**config.mk**
```make
export PLATFORM = sky130hd
export DESIGN_NAME = ps2_host_tx
export DESIGN_NICKNAME = d
export VERILOG_FILES = /design/src/rtl/ps2_host_tx.sv
export SDC_FILE = /design/constraint.sdc
export NUM_CORES = 1
export LEC_CHECK = 0
export CAP_MARGIN = 20
export CORE_MARGIN = 2
export CORE_UTILIZATION = 40
export CTS_BUF_LIST = sky130_fd_sc_hd__clkbuf_8 sky130_fd_sc_hd__clkbuf_16
export DETAILED_ROUTE_END_ITERATION = 8
export PLACE_DENSITY = 0.67
export SYNTH_ARGS = -nofsm -noshare
export SYNTH_HDL_FRONTEND = slang
export SYNTH_SLANG_ARGS = --single-unit
```
**constraint.sdc**
```tcl
create_clock -name clk -period 1.77 [get_ports clk]
set_input_delay 0.2655 -clock clk [delete_from_list [all_inputs] [get_ports clk]]
set_output_delay 0.2655 -clock clk [all_outputs]
set_load 0.05 [all_outputs]
```
**src/rtl/ps2_host_tx.sv**
```systemverilog
// PS/2 host-to-device command transmitter: request-to-send inhibit, 11-bit frame, ack check.
// Outputs registered one cycle behind their cause; wr_ps2 is only accepted while tx_idle=1.
module ps2_host_tx #(
  parameter int INHIBIT_CYCLES = 6000,
  parameter int FILTER_LEN     = 8,
  parameter int TIMEOUT_CYCLES = 1_000_000
) (
  input  logic       clk,
  input  logic       reset,
  input  logic       ps2c_in,
  input  logic       ps2d_in,
  input  logic       wr_ps2,
  input  logic [7:0] din,
  output logic       ps2c_oe,
  output logic       ps2d_oe,
  output logic       rx_en,
  output logic       tx_idle,
  output logic       tx_done_tick,
  output logic       ack_err
);

  localparam int MAXC = (INHIBIT_CYCLES > TIMEOUT_CYCLES) ? INHIBIT_CYCLES : TIMEOUT_CYCLES;
  localparam int CW   = $clog2(MAXC + 1) + 1;
  // START is part of the inhibit window, so RTS itself lasts INHIBIT_CYCLES-1 cycles.
  localparam logic [CW-1:0] INH_LAST = CW'((INHIBIT_CYCLES >= 2) ? INHIBIT_CYCLES - 2 : 0);
  localparam logic [CW-1:0] TO_LAST  = CW'((TIMEOUT_CYCLES >= 1) ? TIMEOUT_CYCLES - 1 : 0);

  typedef enum logic [2:0] {IDLE, RTS, START, DATA, ACK, WAITREL, DONE} state_t;

  state_t          state, state_nxt;
  logic [FILTER_LEN-1:0] filt_sr;
  logic            filt_cur, filt_prev, fall;
  logic [8:0]      sr, sr_nxt;
  logic [CW-1:0]   cnt, cnt_nxt;
  logic [3:0]      n, n_nxt;
  logic            fail, fail_nxt;
  logic            c_oe_nxt, d_oe_nxt, idle_nxt, done_nxt, err_nxt;

  always_ff @(posedge clk) begin
    if (!reset) begin
      filt_sr   <= '1;
      filt_cur  <= 1'b1;
      filt_prev <= 1'b1;
    end else begin
      filt_sr   <= {filt_sr[FILTER_LEN-2:0], ps2c_in};
      if (&filt_sr)
        filt_cur <= 1'b1;
      else if (~|filt_sr)
        filt_cur <= 1'b0;
      filt_prev <= filt_cur;
    end
  end

  assign fall = filt_prev & ~filt_cur;

  always_comb begin
    state_nxt = state;
    sr_nxt    = sr;
    cnt_nxt   = cnt;
    n_nxt     = n;
    fail_nxt  = fail;
    unique case (state)
      IDLE: begin
        if (wr_ps2) begin
          state_nxt = RTS;
          sr_nxt    = {~^din, din};
          cnt_nxt   = '0;
          n_nxt     = '0;
          fail_nxt  = 1'b0;
        end
      end
      RTS: begin
        if (cnt >= INH_LAST) begin
          state_nxt = START;
          cnt_nxt   = '0;
        end else begin
          cnt_nxt = cnt + 1'b1;
        end
      end
      START: begin
        state_nxt = DATA;
        cnt_nxt   = '0;
      end
      DATA, ACK, WAITREL: begin
        cnt_nxt = fall ? '0 : cnt + 1'b1;
        if (cnt >= TO_LAST) begin
          fail_nxt  = 1'b1;
          state_nxt = DONE;
        end else if (state == DATA) begin
          // Shifting in ones means the 10th fall naturally presents the released stop bit.
          if (fall) begin
            sr_nxt = {1'b1, sr[8:1]};
            if (n != 4'hF)
              n_nxt = n + 1'b1;
            if (n == 4'd9)
              state_nxt = ACK;
          end
        end else if (state == ACK) begin
          if (fall) begin
            fail_nxt  = ps2d_in;
            state_nxt = WAITREL;
          end
        end else if (ps2c_in && ps2d_in) begin
          state_nxt = DONE;
        end
      end
      DONE:    state_nxt = IDLE;
      default: state_nxt = IDLE;
    endcase

    c_oe_nxt = (state_nxt == RTS) || (state_nxt == START);
    unique case (state_nxt)
      START:   d_oe_nxt = 1'b1;
      DATA:    d_oe_nxt = (state != DATA) ? 1'b1 : (fall ? ~sr[0] : ps2d_oe);
      default: d_oe_nxt = 1'b0;
    endcase
    idle_nxt = (state_nxt == IDLE);
    done_nxt = (state_nxt == DONE);
    err_nxt  = done_nxt & fail_nxt;
  end

  always_ff @(posedge clk) begin
    if (!reset) begin
      state        <= IDLE;
      sr           <= '0;
      cnt          <= '0;
      n            <= '0;
      fail         <= 1'b0;
      ps2c_oe      <= 1'b0;
      ps2d_oe      <= 1'b0;
      rx_en        <= 1'b1;
      tx_idle      <= 1'b1;
      tx_done_tick <= 1'b0;
      ack_err      <= 1'b0;
    end else begin
      state        <= state_nxt;
      sr           <= sr_nxt;
      cnt          <= cnt_nxt;
      n            <= n_nxt;
      fail         <= fail_nxt;
      ps2c_oe      <= c_oe_nxt;
      ps2d_oe      <= d_oe_nxt;
      rx_en        <= idle_nxt;
      tx_idle      <= idle_nxt;
      tx_done_tick <= done_nxt;
      ack_err      <= err_nxt;
    end
  end

endmodule

```
==> flow_summary.toml <==
[drt]
vias = 2912
postRouteAntennaNets = 0
wl_per_cell_um = 15.31
dr.pass1.iters = 5
drc_errors = 0
drtIter0Drc = 184
wirelength_um = 7746
via_per_inst = 5.755

[worst_setup_path]
cp-start-kind = "register"
startpoint = "cnt[2]"
cp_max_fo = 18
cp_data_arrival_time_ps = 2000
required_ps = 1980
r2r_start = "cnt[2]"
path_class = "register to register"
endpoint_kind = "register"

[floorplan]
ioPinCount = 19
design.die.area_um2 = 7823
rows = 30
core_um2 = 6832
start_util_pct = 41.76
fp.dieH_um = 88.45
die_w_um = 88.45

[yosys]
postSynthCellCount = 339
synthSimpleGateAreaFrac_pct = 28.07
synth-xor-area-share_pct = 7.982
synth_fa_ha_area_share_pct = 1.754
async_flop_share_pct = 0
synth_area_um2 = 2853
synth.yosys.seq_area_share_pct = 37.19
synth-compound-area-share_pct = 20.22
syn-num-nets = 356
avgSynthCellArea_um2 = 8.415
synth_edf_count = 0
yosysUniqueCellTypes = 54
ys_warn_count = 0
ys_ff_latch = 53
synth.mux.area_fraction_pct = 0.3509
synthFlopType = "dfxtp_1"
synth_top_family_by_area = "simple AND/OR/NAND/NOR gates"

[sta]
worstMarginPinSlew_ps = 490.3
slew_viol_final = 0
final-hold-violation-count = 0
worst_slack_ps = -26.24
grt_setup_unrepaired = "true"
max-slew-margin-rel_pct = 67.21
finalClockSkew_ps = 12.97
finalSetupViolCount = 13
finalCritPeriodShare_pct = 101.5
fin_tns_setup_ps = -205.5
fmax_mhz = 556.7
period_minus_slack_ps = 1796

[grt]
grt_pass1_wl_um = 12450
grt_pass1_vias = 2678
grt_usage_pct = 19.90
grt_max_degree = 19
antenna_found_initial = 0
globalRouteOverflowTotal = 0

[cells_and_area]
nets = 426
drive_gt1_share_pct = 29.27
multi_input_area_um2 = 1857
regArea_um2 = 1096
final_cell_count_no_fill = 506
final_cell_mix = "buf_4, dfxtp_1, nor2_1, nand2_1, nand3_1"
layout_commonest_cell = "buf_4"
area_growth_pct = 38.03
antenna_cells = 0
nFillCells = 638

[clock_tree]
path_clk_slew_ps = 110
clock_latency_ps = 320
cts.sinks = 53
cts_tree = "yes"
clockBufferDepth = 2
numCtsBuffers = 5
cts-root-buf = "clkbuf_8"
htreeDepth = 2

[status]
status = "complete, but fails checks"
violations = "setup timing"

[placement]
portBuffers = 18
dp_cells = 496
pre_cts_ws_ps = -326.3
dpl.hpwl_um = 5436
globalplace.congestion = 0.8765

[min_path]
min_from = "filt_sr[5]"
hp-class = "register to register"

[job]
maxCapViolCount = 0

[pwr]
p_total_mw = 2.565
p_leak_nw = 1.471
powerDensity_nw_per_um2 = 651.3
irDropWorstVdd_mv = 0.3019
==> cell usage after synthesis, drive strengths merged, types with 8 or more instances <==
| cell type | n | share of area [%] |
|---|---|---|
| o31a | 8 | 2.5 |
| o21ai | 8 | 1.4 |
| xnor2 | 10 | 3.1 |
| nor3 | 9 | 1.6 |
| buf | 11 | 2.3 |
| nand2b | 11 | 2.4 |
| xor2 | 16 | 4.9 |
| a21oi | 19 | 3.3 |
| nor2 | 37 | 4.9 |
| nand2 | 26 | 3.4 |
| inv | 8 | 1.1 |
| nand4 | 9 | 2.0 |
| nor4 | 10 | 2.6 |
| dfxtp | 53 | 37 |
| nand3 | 22 | 3.9 |
==> report_power, final <==
group,leakage (nW),internal [mW],switching (mW)
logic,0.963,0.172,0.170
clock network,0.0681,0.562,0.424
registers,0.439,1.21,0.0252
total,1.47,1.95,0.619
==> worst max-delay path, cell delays in order (launching register included) <==
cell     delay, ps
dfxtp_4        380
a21o_1         120
a31oi_2        110
o41a_1         480
buf_6          150
o31ai_4        200
buf_12         180
nor2_1          50
==> path summary, 6_finish.rpt <==
kind         depth (start not counted)    endpoint  slack [ps]
min                                  1  filt_sr[6]         450
max reg2reg                          7     cnt[17]         -30
max                                  7     cnt[17]         -30
min reg2reg                          1  filt_sr[6]         450
==> through the flow <==
step	hold WS [ps]	area, µm²	utilization (%)
after floorplan	367.0	2856	-
after global placement	421.3	3545	51.89
after detailed placement	428.7	3545	51.89
after CTS	452.5	3744	54.80
after global routing	492.6	3938	57.64
final	447.9	3938	57.64
==> layout make-up <==
cell class,instances,share of cell area (%)
clock buffers,5,1.748
clock inverters,3,1.652
inverters,9,0.8580
multi-input cells,259,47.16
flip-flops and latches,53,27.84
well taps,96,3.051
repair buffers,81,17.70
==> per-layer routing <==
layer / vias up / global-route usage [%] / routed length, µm
li1: 1386 / - / -
met1: 1419 / 26.48 / 3548
met2: 99 / 33.08 / 3686
met3: 8 / 3.545 / 421
met4: 0 / 5.785 / 91
met5: - / 0 / 0
==> registers in the layout (all words and copies together) (netlist names) <==
signal,count
cnt,21
sr,9
filt_sr,8
n,4
state,3
ack_err,1
fail,1
filt_cur,1
filt_prev,1
ps2c_oe,1
ps2d_oe,1
tx_done_tick,1
tx_idle,1
==> logic make-up (layout without fill, tap and decap cells) <==
logic type,Yosys count,in the layout
buf+inv,27,98
fa+ha+maj,4,4
simple gates,149,149
compound gates,79,79
flops,53,53
mux,1,1
xor+xnor,26,26
==> what timing repair did <==
item                                   4_1_cts  5_1_grt
resized for setup                           23       45
endpoints found under the hold margin        0        0
pin swaps                                    1       11
hold buffers                                 0        0
setup endpoints to repair                   35       36
buffers inserted                             0        2
Note: power is estimated with default switching activity, not from simulation.
